$ cat src/rtl/calc_cmd_sequencer.sv
// calc_cmd_sequencer: key FIFO -> calculator command handshake, scan capture into an 8-digit BCD frame.
// Define CALC_SEQ_ZERO_BLANK_EN to blank leading zero digits (4'hF) at frame commit.
module calc_cmd_sequencer #(
    parameter int         FIFO_DEPTH     = 4,
    parameter int         TIMEOUT_CYCLES = 64,
    parameter logic [3:0] IDLE_CMD       = 4'hD
) (
    input  logic        clock,
    input  logic        reset,
    input  logic        key_valid,
    input  logic [3:0]  key_code,
    output logic        key_ready,
    output logic [3:0]  calc_cmd,
    input  logic [1:0]  calc_status,
    input  logic [3:0]  calc_data,
    input  logic [3:0]  calc_pos,
    output logic [31:0] disp_digits,
    output logic        disp_valid,
    output logic        seq_busy,
    output logic        seq_error
);
    localparam int AW = $clog2(FIFO_DEPTH);
    localparam int TW = $clog2(TIMEOUT_CYCLES + 1);

    typedef enum logic [1:0] {IDLE, ISSUE, WAIT_READY, ERROR} state_t;

    state_t        state, state_n;
    logic [3:0]    fifo [FIFO_DEPTH];
    logic [AW-1:0] rd_ptr, wr_ptr;
    logic [AW:0]   count;
    logic [TW-1:0] tcnt;
    logic [31:0]   shadow, frame;
    logic [2:0]    scan_idx;
    logic          st_err, st_busy, st_ready, full, empty, timeout;
    logic          push, pop, scan_hit, commit;

    assign st_err   = calc_status == 2'b00;
    assign st_busy  = calc_status == 2'b01;
    assign st_ready = calc_status == 2'b10;
    assign full     = count == (AW+1)'(FIFO_DEPTH);
    assign empty    = count == '0;
    assign timeout  = tcnt == TW'(TIMEOUT_CYCLES - 1);
    assign pop      = state == IDLE && !empty && st_ready;
    assign push     = key_valid && key_ready && key_code != IDLE_CMD;
    assign scan_idx = 3'(calc_pos - 4'd1);
    assign scan_hit = state == WAIT_READY && st_busy && calc_pos >= 4'd1 && calc_pos <= 4'd8;
    assign commit   = state == WAIT_READY && state_n == IDLE;

`ifdef CALC_SEQ_ZERO_BLANK_EN
    logic blank;
    always_comb begin
        frame = shadow;
        blank = 1'b1;
        for (int i = 7; i >= 1; i--) begin
            blank = blank && shadow[4*i +: 4] == 4'd0;
            if (blank) frame[4*i +: 4] = 4'hF;
        end
    end
`else
    assign frame = shadow;
`endif

    always_comb begin
        state_n = state;
        case (state)
            IDLE:       state_n = pop ? ISSUE : IDLE;
            ISSUE:      state_n = st_err ? ERROR : st_busy ? WAIT_READY : timeout ? ERROR : ISSUE;
            WAIT_READY: state_n = st_err ? ERROR : st_ready ? IDLE : timeout ? ERROR : WAIT_READY;
            default:    state_n = ERROR;
        endcase
    end

    always_comb begin
        key_ready = !full && state != ERROR && !reset;
        seq_busy  = state == ISSUE || state == WAIT_READY;
        seq_error = state == ERROR;
    end

    always_ff @(posedge clock) begin
        if (reset) begin
            state       <= IDLE;
            calc_cmd    <= IDLE_CMD;
            tcnt        <= '0;
            shadow      <= '0;
            disp_digits <= '0;
            disp_valid  <= 1'b0;
            rd_ptr      <= '0;
            wr_ptr      <= '0;
            count       <= '0;
        end else begin
            state      <= state_n;
            calc_cmd   <= pop ? fifo[rd_ptr] : state_n == ISSUE ? calc_cmd : IDLE_CMD;
            tcnt       <= (state_n != state || !seq_busy) ? '0 : tcnt + TW'(1);
            disp_valid <= commit;
            if (commit) disp_digits <= frame;
            if (state == ISSUE && state_n == WAIT_READY) shadow <= '0;
            else if (scan_hit) shadow[{scan_idx, 2'b00} +: 4] <= calc_data;
            // Entering or sitting in ERROR discards every queued key.
            if (state_n == ERROR) begin
                rd_ptr <= '0;
                wr_ptr <= '0;
                count  <= '0;
            end else begin
                if (push) begin
                    fifo[wr_ptr] <= key_code;
                    wr_ptr       <= wr_ptr + AW'(1);
                end
                if (pop) rd_ptr <= rd_ptr + AW'(1);
                count <= count + (AW+1)'(push) - (AW+1)'(pop);
            end
        end
    end
endmodule

$ cat config.mk
export PLATFORM = sky130hd
export DESIGN_NAME = calc_cmd_sequencer
export DESIGN_NICKNAME = d
export VERILOG_FILES = /design/src/rtl/calc_cmd_sequencer.sv
export SDC_FILE = /design/constraint.sdc
export NUM_CORES = 1
export LEC_CHECK = 0
export BUFFER_PORTS_ARGS = -buffer_cell sky130_fd_sc_hd__buf_2
export CELL_PAD_IN_SITES_DETAIL_PLACEMENT = 0
export CELL_PAD_IN_SITES_GLOBAL_PLACEMENT = 1
export CORE_AREA = 2 2 108 110
export DETAILED_ROUTE_END_ITERATION = 8
export DIE_AREA = 0 0 110 112
export GPL_ROUTABILITY_DRIVEN = 0
export PLACE_DENSITY_LB_ADDON = 0.12
export RECOVER_POWER = 25
export SETUP_SLACK_MARGIN = 0.05
export SYNTH_ARGS = -nofsm -noshare
export SYNTH_HDL_FRONTEND = slang
export SYNTH_SLANG_ARGS = --single-unit
$ cat constraint.sdc
create_clock -name clock -period 2.4 [get_ports clock]
set_input_delay 0.12 -clock clock [delete_from_list [all_inputs] [get_ports clock]]
set_output_delay 0.12 -clock clock [all_outputs]
set_load 0.01 [all_outputs]
==> flow_summary.ini <==
[run_status]
status = finished, final reports clean

[grt]
use_met2_pct = 27.9
met3_usage_pct = 3.16
grt_overflow = 0
grt_pass1_vias = 3182
use_met1_pct = 20.8
gr-max-usage-layer = met2
track_usage_pct = 16.8
grt_max_degree = 44
grt_pass1_wl_um = 15800
antenna_found_initial = 0

[route]
drtPass1Iterations = 4
wirelength_um = 9410
drt-initial-drc-count = 95
drc = 0
wl_per_cell_um = 14.3
avgViaCountPerCell = 4.81
antenna_left = 0
vias = 3163

[cts]
clkSinkCount = 103
clockBufferDepth = 2
numCtsBuffers = 9
clk_pin_slew_ps = 70
root_buffer = clkbuf_16
cts.htree.levels = 3
cts_tree = yes
clk_latency_ps = 360

[critical_path]
path_class = reg -> reg
cp_max_fo = 4
crit_path_end_kind = register
start_kind = register
cp.arrival_ps = 2510
critPathRequiredTime_ps = 2640

[floorplanning]
core_um2 = 11200
die_w_um = 110
rows = 39
dieArea_um2 = 12300
die_height_um = 112
ios = 57
start_util_pct = 39.4

[timing]
finalHoldViolations = 0
max_freq_ghz = 0.440
fin_crit_ps = 2270
tightestPinTransition_ps = 510
finalWorstSetupSlack_ps = 129
rsz0062_at_grt = false
finClkSkew_ps = 9.48
setup_tns_ps = 0
fin_crit_sh_pct = 94.6
fin_hold_ws_ps = 93.4
slew_violations = 0
slew_headroom_pct = 66.0
finalSetupViolCount = 0

[power]
power.density_nw_per_um2 = 775
power_uw = 4120
vdd_drop_max_mv = 0.540
p_leak_uw = 0.00212

[finish]
area_growth_pct = 20.7
final_nets = 545
final_common_cell = dfxtp_1
drive_gt1_share_pct = 19.1
num_antenna_cells = 0
final.fill_count = 1083
final_cell_mix = dfxtp_1, nand2_1, nor2_1, a21oi_1

[logic_synthesis]
syn_avg_cell_area_um2 = 10.0
syn_area_um2 = 4410
yosysWarnings = 0
async_flop_share_pct = 0
synth_seq_cells = 103
synth_nets = 475
yosysUniqueCellTypes = 48
synth_enable_flop_cells = 16
synth-main-ff-cell = dfxtp_1
ys_seq_area_share_pct = 50.4
syn_inst = 439

[placement]
hpwl_um = 6550
port_buffers = 56
place_ws_ps = 29.4

[flow_run]
cap_violations = 0

[worst_hold_path]
holdCritPathClass = in -> reg
## per-layer routing
layer / vias to the layer above / wire [um]
li1: 1631 / -
met3: 13 / 245
met2: 39 / 4700
met5: - / 0
met4: 0 / 180
met1: 1480 / 4280
## final cells by class
type                       instances  area (um2)  share of cell area, %
clock buffer                      11         233                   4.38
clock inverter                     5         104                   1.95
inverter                          15        58.8                   1.11
multi-input combinational        302        2070                   39.0
sequential                       103        2230                   41.9
tap                              143         179                   3.36
timing repair buffer              78         442                   8.30
## power breakdown
group	switching (uW)	total [uW]	leakage, uW	internal (uW)
registers	47.1	1850	0.000848	1800
logic	315	600	0.00111	285
clock network	648	1670	0.000164	1020
total	1010	4120	0.00212	3110
## sequential cells by signal, summed over array words and instances (netlist names), named ones only
name and flops:
frame 32, disp_valid 1, count 3, tcnt 7, calc_cmd 4, rd_ptr 2
wr_ptr 2, fifo 16, disp_digits 32, state 2
## cells by family (layout without fill, tap and decap cells)
family / Yosys count / after routing / share of synthesized area [%]
adder cells (fa/ha/maj): 19 / 19 / 5.57
AND/OR/NAND/NOR: 185 / 185 / 20.6
buffers and inverters: 34 / 109 / 4.09
XOR/XNOR: 12 / 12 / 2.56
flip-flops: 103 / 103 / 50.4
AO/OA/AOI/OAI: 53 / 53 / 8.18
multiplexers: 33 / 33 / 8.63
## cells in the mapped netlist (8+ instances only)
cell type	count	area (um2)
clkbuf_1	9	33.8
inv_1	14	52.6
edfxtp_1	16	480
xnor2_1	9	78.8
dfxtp_1	87	1740
nor2_1	40	150
nor3_1	8	40.0
mux2i_1	29	290
and2_1	13	81.3
a21oi_1	37	185
nand2_1	78	293
nand2b_1	8	50.1
nand3_1	9	45.0
ha_1	18	225
## path summary, 6_finish.rpt
path	from	endpoint	slack [ps]	cells after the start
setup / recovery	state[1]	count[2]	130	12
hold / removal	calc_data[2]	frame[26]	90	3
setup reg to reg	state[1]	count[2]	130	12
hold reg to reg	disp_digits[8]	disp_digits[8]	450	2
## through the flow
stage | cells | util, % | cell area, um2
2_1_floorplan | 439 | - | 4430
3_3_place_gp | 631 | 43.6 | 4880
3_5_place_dp | 631 | 43.6 | 4880
4_1_cts | 649 | 46.9 | 5240
5_1_grt | 657 | 47.6 | 5320
6_report | 657 | 47.6 | 5320
## worst max-delay path, stage by stage (launching register included)
cell	delay [ps]
dfxtp_2	370
inv_2	60
ha_4	150
and3b_2	220
nand2_2	90
inv_4	50
ha_4	250
inv_2	30
ha_2	170
fa_2	400
xnor2_2	150
xnor2_1	160
nor2_1	60
## what timing repair did
item / in CTS / in global routing
resized for setup: 4 / 13
setup buffers: 0 / 8
hold endpoints to repair: 8 / 0
hold buffers: 2 / 0
setup endpoints to repair: 1 / 9
pin swaps: 1 / 9
Note: power is estimated with default switching activity, not from simulation.
